`config.mk`:
```
export PLATFORM = sky130hd
export DESIGN_NAME = fwd_scoreboard
export DESIGN_NICKNAME = d
export VERILOG_FILES = /design/src/rtl/fwd_scoreboard.sv
export SDC_FILE = /design/constraint.sdc
export NUM_CORES = 1
export LEC_CHECK = 0
export BUFFER_PORTS_ARGS = -buffer_cell sky130_fd_sc_hd__buf_2
export CORE_AREA = 2 2 103 105
export CTS_CLUSTER_SIZE = 20
export DETAILED_ROUTE_END_ITERATION = 12
export DIE_AREA = 0 0 105 107
export PLACE_DENSITY = 0.76
export SYNTH_ARGS = -nofsm -noshare
export SYNTH_HDL_FRONTEND = slang
export SYNTH_SLANG_ARGS = --single-unit
```
`constraint.sdc`:
```
create_clock -name clk -period 3.6 [get_ports clk]
set_clock_uncertainty 0.05 [all_clocks]
set_input_delay 0.72 -clock clk [delete_from_list [all_inputs] [get_ports clk]]
set_output_delay 0.72 -clock clk [all_outputs]
set_load 0.05 [all_outputs]
```
`src/rtl/fwd_scoreboard.sv`:
```
// Decode-stage operand forwarding and load-use hazard unit.
// Tracks in-flight destination registers in a shift-register scoreboard
// (entry 0 = E stage, entry STAGES-1 = W stage) and, for each decode read port,
// forwards the youngest in-flight producer or falls back to the register file.
module fwd_scoreboard #(
    parameter int unsigned WIDTH      = 32,
    parameter int unsigned AW         = 5,
    parameter int unsigned STAGES     = 3,
    parameter int unsigned NRD        = 2,
    parameter int unsigned LOAD_READY = 1,
    parameter int unsigned SW         = $clog2(STAGES + 1)
) (
    input  logic                    clk,
    input  logic                    rst_n,
    input  logic                    IssueValid,
    input  logic [AW-1:0]           IssueDst,
    input  logic                    IssueRegWrite,
    input  logic                    IssueIsLoad,
    input  logic                    Hold,
    input  logic                    Flush,
    input  logic [NRD*AW-1:0]       SrcAddr,
    input  logic [NRD*WIDTH-1:0]    RD,
    input  logic [STAGES*WIDTH-1:0] StageData,
    output logic [NRD*WIDTH-1:0]    Operand,
    output logic [NRD*SW-1:0]       FwdSel,
    output logic                    Stall,
    output logic [15:0]             StallCount
);

    // Scoreboard entries, one per in-flight stage.
    logic [STAGES-1:0]         ent_v_q,   ent_v_d;
    logic [STAGES-1:0][AW-1:0] ent_dst_q, ent_dst_d;
    logic [STAGES-1:0]         ent_ld_q,  ent_ld_d;
    logic [15:0]               cnt_q,     cnt_d;

    logic [STAGES-1:0]         ent_wr;
    logic [STAGES-1:0]         ent_rdy;
    logic [NRD-1:0]            port_hit;
    logic [NRD-1:0]            port_rdy;
    logic                      issue_wr;

    // Per-entry qualifiers: writes a real register / result available on StageData.
    always_comb begin
        ent_wr  = '0;
        ent_rdy = '0;
        for (int i = 0; i < int'(STAGES); i++) begin
            // dst == 0 never matches, so r0 writers are invisible to forwarding.
            ent_wr[i]  = ent_v_q[i] && (ent_dst_q[i] != '0);
            ent_rdy[i] = !ent_ld_q[i] || (i >= int'(LOAD_READY));
        end
    end

    // Forwarding mux: scan oldest to youngest so the youngest match overwrites.
    // The W entry is included because the register file is read-first and
    // still holds the stale value during write-back.
    always_comb begin
        Operand  = RD;
        FwdSel   = '0;
        port_hit = '0;
        port_rdy = '1;
        for (int p = 0; p < int'(NRD); p++) begin
            for (int i = int'(STAGES) - 1; i >= 0; i--) begin
                if (ent_wr[i] && (ent_dst_q[i] == SrcAddr[p*AW +: AW])) begin
                    port_hit[p]               = 1'b1;
                    port_rdy[p]               = ent_rdy[i];
                    FwdSel[p*SW +: SW]        = SW'(i + 1);
                    Operand[p*WIDTH +: WIDTH] = StageData[i*WIDTH +: WIDTH];
                end
            end
        end
    end

    // Load-use hazard: only the winning (youngest) match decides readiness,
    // and a flushed decode instruction never stalls.
    always_comb begin
        Stall = IssueValid && !Flush && |(port_hit & ~port_rdy);
    end

    // Next scoreboard state: shift toward W, insert the decode instruction or a bubble.
    always_comb begin
        issue_wr  = IssueValid && IssueRegWrite && !Flush && !Stall;
        ent_v_d   = ent_v_q;
        ent_dst_d = ent_dst_q;
        ent_ld_d  = ent_ld_q;
        for (int i = 1; i < int'(STAGES); i++) begin
            ent_v_d[i]   = ent_v_q[i-1];
            ent_dst_d[i] = ent_dst_q[i-1];
            ent_ld_d[i]  = ent_ld_q[i-1];
        end
        ent_v_d[0]   = issue_wr;
        ent_dst_d[0] = IssueDst;
        ent_ld_d[0]  = IssueIsLoad;
    end

    // Next stall count, saturating at all-ones.
    always_comb begin
        cnt_d = cnt_q;
        if (Stall && (cnt_q != 16'hFFFF)) begin
            cnt_d = cnt_q + 16'd1;
        end
    end

    // State registers; Hold freezes everything, including the counter.
    always_ff @(posedge clk or negedge rst_n) begin
        if (!rst_n) begin
            ent_v_q   <= '0;
            ent_dst_q <= '0;
            ent_ld_q  <= '0;
            cnt_q     <= '0;
        end else if (!Hold) begin
            ent_v_q   <= ent_v_d;
            ent_dst_q <= ent_dst_d;
            ent_ld_q  <= ent_ld_d;
            cnt_q     <= cnt_d;
        end
    end

    // Counter output.
    always_comb begin
        StallCount = cnt_q;
    end

endmodule

```
==> results of run 1 <==
flip-flops by register name, summed over array words and instances (netlist names):
| signal | count |
|---|---|
| StallCount | 16 |
| ent_dst_q | 5 |
| ent_v_q | 3 |
| ent_dst_d | 10 |
| ent_ld_q | 1 |
per-stage QoR:
step           hold slack (ns)  power, W   TNS, ns
2_1_floorplan            0.374  0.000886         0
3_3_place_gp             0.434   0.00110         0
3_5_place_dp             0.442   0.00111         0
4_1_cts                  0.453   0.00141     -2.76
5_1_grt                  0.477   0.00148  -0.00772
6_report                 0.449   0.00141         0
final cells by class:
cell class / instances / area, sq um / area share, %
clock inverters: 1 / 5.00 / 0.0918
multi-input cells: 401 / 2780 / 51.0
repair buffers: 276 / 1530 / 28.0
inverters: 1 / 3.75 / 0.0689
diodes: 5 / 12.5 / 0.230
flip-flops and latches: 35 / 876 / 16.1
well taps: 136 / 170 / 3.12
clock buffers: 7 / 76.3 / 1.40
Yosys cell counts (all sizes together):
library cell	number	share of area, %
a2111oi	1	0.72
a21oi	3	0.98
a41oi	1	0.43
and3	4	0.65
buf	30	5.0
clkbuf	5	0.49
dfrtp	35	23
ha	1	0.33
inv	1	0.098
mux2	19	5.7
nand2	144	15
nand3	77	10
nand4b	2	0.46
nor2	12	1.4
nor2b	1	0.16
nor3	5	0.65
nor3b	1	0.20
nor4	4	1.6
o2111ai	1	0.69
o21a	4	0.98
o21ai	4	1.1
o221a	64	19
o31ai	1	0.20
or2	2	0.33
or4	3	0.79
xnor2	20	4.6
xor2	25	5.7
power breakdown:
group          leakage [nW]  internal [W]  switching, W
clock network        0.0423      0.000136      0.000133
logic                  2.30      0.000267      0.000403
registers             0.452      0.000423     0.0000472
total                  2.80      0.000825      0.000583
layer usage:
metal / track usage, % / share of wire, % / vias up
li1: - / - / 2236
met1: 33.3 / 39 / 2238
met2: 46.2 / 48 / 289
met3: 7.36 / 9.3 / 62
met4: 11.0 / 3.9 / 8
met5: 0 / 0.32 / -
worst max-delay path by stage:
stage / end / slack (ns)
4_1_cts: Operand[62] / -0.13
3_5_place_dp: Operand[30] / 0.11
2_1_floorplan: FwdSel[0] / 0.30
3_3_place_gp: Operand[30] / 0.17
5_1_grt: Operand[30] / -0.008
6_report: Operand[30] / 0.06
worst max-delay path, cell delays in order:
cell	delay (ns)
buf_2	0.13
xnor2_1	0.23
nand3_1	0.15
nor4_4	0.51
nand2_4	0.43
o221a_1	0.39
buf_4	0.20
repair_timing:
| item | in CTS | in global routing |
|---|---|---|
| endpoints found under the setup margin | 64 | 64 |
| hold buffers | 0 | 0 |
| resized for setup | 47 | 4 |
| cloned | 0 | 2 |
| pin swaps | 5 | 1 |
logic make-up (layout without fill, tap and decap cells):
group / Yosys count / count (layout) / synth area share [%]
AOI/OAI and AO/OA: 79 / 81 / 23.9
adders and majority gates: 1 / 1 / 0.327
buffers and inverters: 36 / 285 / 5.63
other: 0 / 5 / 0
and+or+nand+nor: 255 / 255 / 31.2
xor gates and xnor gates: 45 / 45 / 10.3
muxes: 19 / 19 / 5.69
DFF: 35 / 35 / 22.9
==> metrics.txt, run 1 <==
status finished, final reports clean; FF-to-FF Start StallCount[6]$_DFFE_PN0P_; LEAKAGE 2.80 nW; via/cell ratio between 5 and 6; hold crit path type input port to async pin; Period minus WS final 3.54 ns; initial antenna violation count 9; Final Hold Fails 0; Critical Path End Type primary output; R2R depth 6; critical path arrival 2.77 ns; Avg Cell Area, Syn slightly above 8 sq um; Finished Layout Cells 862; Max-cap violations 0; fill cell count 984; R2R Path End StallCount[1]$_DFFE_PN0P_; CP startpoint kind input port; sequential-to-total area share from yosys stat 22.9%; kind of critical path input port to primary output; Synth Cell Area 0.00382 sq mm; Layout area overhead 42.5%; clock-pin slew on the worst setup and hold paths 0.07 ns; setup slack at placement 0.113 ns; Tightest Pin Transition 0.750 ns; Chip Width 105 um; gpl congestion between 0.9 and 1; clock sink count 35; grt total ovfl 0; worst vdd ir about 0.33 mV; Ports 267; TritonRoute pass-1 iters 6; placed inst area 0.00519 sq mm; first-pass GRT wire length 24.6 mm; CTS Buf Count 5; DP Cell Count 847; fin crit share 98.5%; area of the die 0.0112 sq mm; distinct cell type count after synthesis 39; core area 0.0101 sq mm; CTS tree yes; final-report setup violation count 0; # DRC 0; Worst EP required 2.83 ns; Syn Nets 653; number of global-route vias before repair 4709; Tot GR Track Use roughly 27%; Slew Limit Fails 0; most common cell after layout, fill and taps aside buf_2; PD cells about 260 mW/mm^2; Starting Density 37.9%; Initial DRC Count 317; RSZ-0062 raised after global routing yes; Die H 107 um; Final nets between 900 and 1000; H-tree levels 2; Final Worst Setup Slack between 0.05 and 0.06 ns; clock latency on the worst-skew pair 0.29 ns; final wirelength 16.8 mm; Final Instance Area 0.00545 sq mm; worst setup path start SrcAddr[0]; root buf cell clkbuf_8; Worst Path Max Fanout 32; final core area utilization 54.0%; maximum clock insertion buffer count 2; DR WL/cell 19.5 um; Synth Register Bits 35; YS warnings 0; via count 4833; hpwl dp 12.6 mm; row cnt 37; largest net degree at the start of global routing 36; Worst R2R Setup Slack 1.45 ns; most frequent cells in the layout buf_2, nand2_1, nand3_1, buf_4, dfrtp_1; Final ANT Viol Nets 0; post-synthesis cell count 470; post-CTS setup buffers 0; layout cells sized above 1 49.2%; Max-slew headroom roughly 50%; Peak Freq 282 MHz; port bufs ~270
(Power assumes the default switching activity.)
==> run 2: changes to the inputs <==
--- a/config.mk
+++ b/config.mk
@@ -6,11 +6,13 @@
 export NUM_CORES = 1
 export LEC_CHECK = 0
 export BUFFER_PORTS_ARGS = -buffer_cell sky130_fd_sc_hd__buf_2
-export CORE_AREA = 2 2 103 105
+export CORE_AREA = 2 2 104 106
 export CTS_CLUSTER_SIZE = 20
 export DETAILED_ROUTE_END_ITERATION = 12
-export DIE_AREA = 0 0 105 107
-export PLACE_DENSITY = 0.76
+export DIE_AREA = 0 0 106 108
+export GPL_TIMING_DRIVEN = 0
+export PLACE_DENSITY = 0.77
+export REMOVE_ABC_BUFFERS = 1
 export SYNTH_ARGS = -nofsm -noshare
 export SYNTH_HDL_FRONTEND = slang
 export SYNTH_SLANG_ARGS = --single-unit
==> constraint.sdc (replaced) <==
create_clock -name clk -period 2.87 [get_ports clk]
set_clock_uncertainty 0.05 [all_clocks]
set_input_delay 0.574 -clock clk [delete_from_list [all_inputs] [get_ports clk]]
set_output_delay 0.574 -clock clk [all_outputs]
set_load 0.05 [all_outputs]
==> run 2 against run 1 <==
- the run now ends with setup timing left
- global-route usage increased by 6.0 points
- highest routed layer unchanged
- sequential power increased by 24%
- largest cell class unchanged
- sequential share of layout area decreased by 3.6 points
- final area increased by 30%
- largest power group unchanged
- clock power increased by 28%
- total power increased by 49%
- routed wire length increased by 24%
- non-clock buffer count increased by 34
==> metrics.txt, run 2 (synthesis gave the netlist of run 1 again) <==
row cnt 37 (unchanged); RSZ-0062 raised after global routing yes; Tot GR Track Use 33.5% (+6.0 points); # DRC 0 (unchanged); max reg flops 16 (unchanged); Period minus WS final around 3.1 ns; Final Worst Setup Slack -0.261 ns (-0.316 ns); H-tree levels 2 (unchanged); DP Cell Count 837 (-1.2%); gpl congestion 0.898 (-4.1%); first-pass GRT wire length 29.6 mm (+20%); worst vdd ir 0.497 mV (+49%); crit-path max cell delay 0.54 ns (+0.03 ns); crit path cell chain or4_4, o21ai_4, buf_6, nor4_4, buf_4, a21oi_4, clkbuf_16, nand3_2, o221a_1, buf_6; critical path arrival 2.51 ns (-0.26 ns); WP buf/inv 4 (+2); fin crit share 109%; Max-cap violations 0 (unchanged); port bufs 266 (unchanged); final core area utilization 69.4% (+15 points); DR WL/cell 22.9 um (+18%); LEAKAGE 3.41 nW (+22%); failing checks setup timing; hpwl dp 11.0 mm (-13%); area of the die 0.0114 sq mm (+1.9%); core area 0.0102 sq mm (+1.4%); setup slack at placement -0.814 ns (-0.927 ns); CTS tree yes; Tightest Pin Transition 0.768 ns (+0.0174 ns); kind of critical path flip-flop to primary output; Ports 267 (unchanged); Slowest-stage cell, CP or4_4; initial antenna violation count 6 (-3); via/cell ratio 6.04 (+7.8%); Critical Path End Type primary output; most frequent CP cell buf_6; Final Hold Fails 0 (unchanged); CTS Buf Count 5 (unchanged); largest net degree at the start of global routing 36 (unchanged); most common cell after layout, fill and taps aside buf_2; TritonRoute pass-1 iters 8 (+2); via count 5500 (+14%); fill cell count 764 (-22%); Slew Limit Fails 0 (unchanged); most frequent cells in the layout buf_2, nand2_1, buf_6, nand3_2, o221a_1; PD cells 296 mW/mm^2 (+15%); clock latency on the worst-skew pair 0.29 ns (about the same); CP startpoint kind flip-flop; Worst R2R Setup Slack 0.68 ns (-0.77 ns); final-report setup violation count 66 (+66); root buf cell clkbuf_8; Die H 108 um (+0.93%); Final ANT Viol Nets 0 (unchanged); maximum clock insertion buffer count 2 (unchanged); clock sink count 35 (unchanged); Final nets 952 (+5.4%); Peak Freq 319 MHz; Power Total 0.00210 W (+49%); hold crit path type input port to async pin; Worst Path Max Fanout 8 (-75%); Layout area overhead 85.7%; Chip Width 106 um (+0.95%); clock-pin slew on the worst setup and hold paths 0.07 ns (about the same); Initial DRC Count 510 (+61%); grt total ovfl 0 (unchanged); layout cells sized above 1 61.6% (+12 points); status finished, violations left; Max-slew headroom 48.8% (-1.2 points); Starting Density 37.4% (-0.51 points); setup_tns -13.07 ns (-13.07 ns); number of global-route vias before repair 5274 (+12%); Finished Layout Cells 910 (+5.6%); final wirelength 20.8 mm (+24%); Worst EP required 2.25 ns (-0.58 ns); Top delay family on crit path simple AND/OR/NAND/NOR gates
## run 2: layout make-up
class	instances	area, sq um	share of cell area (%)
timing repair buffer	310	2290	32.2
clock buffer	6	72.6	1.02
sequential	35	885	12.5
clock inverter	2	12.5	0.176
inverter	1	3.75	0.0528
multi-input combinational	416	3660	51.5
tap	136	170	2.40
antenna	4	10.0	0.141
## run 2: worst paths after layout
path	from	endpoint	depth (start not counted)
max in group asynchronous	rst_n	ent_dst_d[8]$_DFFE_PN0N_	1
min reg2reg	StallCount[15]$_DFFE_PN0P_	StallCount[15]$_DFFE_PN0P_	1
min	rst_n	StallCount[5]$_DFFE_PN0P_	1
max reg2reg	ent_dst_d[6]$_DFFE_PN0N_	StallCount[14]$_DFFE_PN0P_	7
min in group clk	StallCount[15]$_DFFE_PN0P_	StallCount[15]$_DFFE_PN0P_	1
max	ent_dst_d[13]$_DFFE_PN0N_	Operand[26]	10
## run 2: timing repair
action | CTS | global route
hold buffers | 0 | 0
cloned | 16 | 3
setup buffers | 36 | 9
pin swaps | 23 | 12
resized for setup | 240 | 65
setup endpoints to repair | 68 | 68
## run 2: layer usage
| metal | part of all wire, % | track usage [%] | up-vias | wire length, um |
|---|---|---|---|---|
| li1 | - | - | 2365 | - |
| met2 | 47 | 55.9 | 423 | 9760 |
| met1 | 35 | 37.9 | 2550 | 7220 |
| met5 | 0.13 | 0 | - | 27 |
| met3 | 12 | 12.0 | 158 | 2400 |
| met4 | 6.8 | 17.2 | 4 | 1410 |
## run 2: metrics by stage
stage,cell area (sq um),hold slack (ns)
global route,7100,0.361
finish,7100,0.300
detailed placement,5110,0.433
CTS,6680,0.317
global placement,5110,0.428
floorplan,3610,0.228
## run 2: power by group
group          leakage [nW]  switching, W  internal, W
Sequential            0.445     0.0000505     0.000532
Combinational          2.92      0.000663     0.000514
Clock                0.0412      0.000174     0.000169
Total                  3.41      0.000887      0.00122
==> run 3: changes to the inputs <==
--- a/config.mk
+++ b/config.mk
@@ -11,7 +11,7 @@
 export DETAILED_ROUTE_END_ITERATION = 12
 export DIE_AREA = 0 0 106 108
 export GPL_TIMING_DRIVEN = 0
-export PLACE_DENSITY = 0.77
+export PLACE_DENSITY = 0.81
 export REMOVE_ABC_BUFFERS = 1
 export SYNTH_ARGS = -nofsm -noshare
 export SYNTH_HDL_FRONTEND = slang
==> run 3 against run 2 <==
- the flow still finishes with violations (setup timing)
- total power grew 2.2%
- sequential cell count stayed put
- count of clock-buffer cells in the layout grew 2
- cell count rose by 0.11%
- non-clock buffer count rose by 3
- worst setup slack lost 0.026 ns
- register-to-register slack worse by 0.09 ns
- highest routed layer unchanged
==> metrics.txt, run 3 (synthesis gave the netlist of run 1 again) <==
Final Hold Fails 0 (unchanged); setup_tns -13.96 ns (-0.886 ns); placed inst area 0.00512 sq mm (about the same); R2R depth 7 (unchanged); Power Total 0.00215 W (+2.2%); kind of critical path flip-flop to primary output; H-tree levels 2 (unchanged); hpwl dp 11.8 mm (+7.3%); status finished, violations left; Final nets 957 (+0.53%); # diodes 0 (-4); max reg flops 16 (unchanged); most frequent CP cell buf_12; Tightest Pin Transition 0.756 ns (-0.0113 ns); fin crit share 110% (+0.91 points); Slowest-stage cell, CP or4_4; number of global-route vias before repair 5360 (+1.6%); PD cells 308 mW/mm^2 (+4.0%); clock sink count 35 (unchanged); row cnt 37 (unchanged); DR WL/cell 23.3 um (+2.0%); clock-pin slew on the worst setup and hold paths 0.07 ns (about the same); via/cell ratio 6.12 (+1.2%); via count 5574 (+1.3%); Chip Width 106 um (unchanged); Peak Freq 317 MHz (-0.82%); TritonRoute pass-1 iters 7 (-1); Final Worst Setup Slack -0.287 ns (-0.0260 ns); final-report setup violation count 64 (-3.0%); Initial DRC Count 644 (+26%); Starting Density 37.4% (unchanged); initial antenna violation count 2 (-4); Period minus WS final 3.16 ns (+0.0260 ns); Ports 267 (unchanged); CP startpoint kind flip-flop; most common cell after layout, fill and taps aside buf_2; final wirelength 21.2 mm (+2.1%); core area 0.0102 sq mm (unchanged); Slew Limit Fails 0 (unchanged); RSZ-0062 raised after global routing yes; grt total ovfl 0 (unchanged); Post-CTS Hold Fix Bufs 0 (unchanged); Max-slew headroom 49.6% (+0.75 points); port bufs 266 (unchanged); gpl congestion 0.891 (-0.85%); crit-path max cell delay 0.54 ns (about the same); largest net degree at the start of global routing 36 (unchanged); Final ANT Viol Nets 0 (unchanged); CTS tree yes; Die H 108 um (unchanged); FF-to-FF Start ent_dst_d[7]$_DFFE_PN0N_; Tot GR Track Use 33.9% (+0.39 points); R2R Path End StallCount[8]$_DFFE_PN0P_; most frequent cells in the layout buf_2, nand2_1, buf_6, nand3_1, o221a_1; worst vdd ir 0.430 mV (-13%); maximum clock insertion buffer count 2 (unchanged); layout cells sized above 1 59.4% (-2.2 points); area of the die 0.0114 sq mm (unchanged); Finished Layout Cells 911 (+0.11%); hold crit path type input port to async pin; CTS Buf Count 5 (unchanged); root buf cell clkbuf_8; crit path cell chain or4_4, o21ai_4, nor4_4, buf_4, buf_12, a21oi_4, buf_12, nand3_2, o221a_1, buf_6; critical path arrival 2.53 ns (+0.02 ns); Critical Path End Type primary output; Worst EP required 2.25 ns (about the same); # DRC 0 (unchanged); Final Instance Area 0.00698 sq mm (-1.7%); failing checks setup timing; Max-cap violations 0 (unchanged); LEAKAGE 3.35 nW (-1.7%); Worst R2R Setup Slack 0.59 ns (-0.09 ns); fill cell count 774 (+1.3%); Worst Path Max Fanout 8 (unchanged); DP Cell Count 837 (unchanged); final core area utilization 68.2% (-1.2 points); Layout area overhead 82.5%; first-pass GRT wire length 29.8 mm (+0.91%); clock latency on the worst-skew pair 0.28 ns (about the same)
[run 3: changes by cell type in the layout (fill, tap and decap cells not counted), sizes merged]
cell      before  now
diode          4    0
clkinv         1    0
buf          308  312
and3           7    9
clkinvlp       1    0
clkbuf         8    9
[run 3: worst max path at each step]
stage	startpoint	endpoint	slack [ns]	cells past startpoint
after floorplan	SrcAddr[3]	FwdSel[0]	-0.60	4
after global placement	SrcAddr[3]	Operand[13]	-0.88	8
after detailed placement	SrcAddr[3]	Operand[14]	-0.84	8
after CTS	ent_dst_d[11]$_DFFE_PN0N_	Operand[61]	-0.28	10
after global routing	ent_dst_d[13]$_DFFE_PN0N_	Operand[48]	-0.33	10
final	ent_dst_d[13]$_DFFE_PN0N_	Operand[52]	-0.29	10
[run 3: repair_timing]
item / in CTS / in global routing
setup buffers: 36 / 14
pin swaps: 22 / 10
endpoints found under the setup margin: 68 / 68
resized for setup: 182 / 84
hold endpoints to repair: 0 / 0
gates cloned: 17 / 3
[run 3: critical path, delay by kind of cell (launching register included)]
family                 cells  cell delay [ns]
flip-flops                 1             0.40
AND/OR/NAND/NOR            3             0.69
buffers and inverters      4             0.62
AO/OA/AOI/OAI              3             0.53
[run 3: report_power, final]
group	switching, W	internal [W]
combinational	0.000677	0.000499
sequential	0.0000573	0.000532
clock	0.000165	0.000219
total	0.000900	0.00125
[run 3: cell type report]
| class | instances | area [sq um] | share of cell area (%) |
|---|---|---|---|
| repair buffers | 313 | 2330 | 33.4 |
| well taps | 136 | 170 | 2.44 |
| flip-flops and latches | 35 | 883 | 12.7 |
| clock buffers | 8 | 100 | 1.43 |
| inverters | 1 | 3.75 | 0.0538 |
| multi-input cells | 418 | 3490 | 50.0 |
[run 3: stage by stage]
| step | hold WS (ns) | worst slack (ns) |
|---|---|---|
| floorplan | 0.228 | -0.601 |
| global placement | 0.429 | -0.877 |
| detailed placement | 0.434 | -0.844 |
| CTS | 0.330 | -0.279 |
| global route | 0.364 | -0.332 |
| finish | 0.304 | -0.287 |
[run 3: layer usage]
layer	vias up	global-route usage (%)	routed length (um)
met1	2589	38.8	7400
met5	-	0	24
met3	136	10.4	2420
li1	2385	-	-
met4	4	14.2	1120
met2	460	58.9	10300
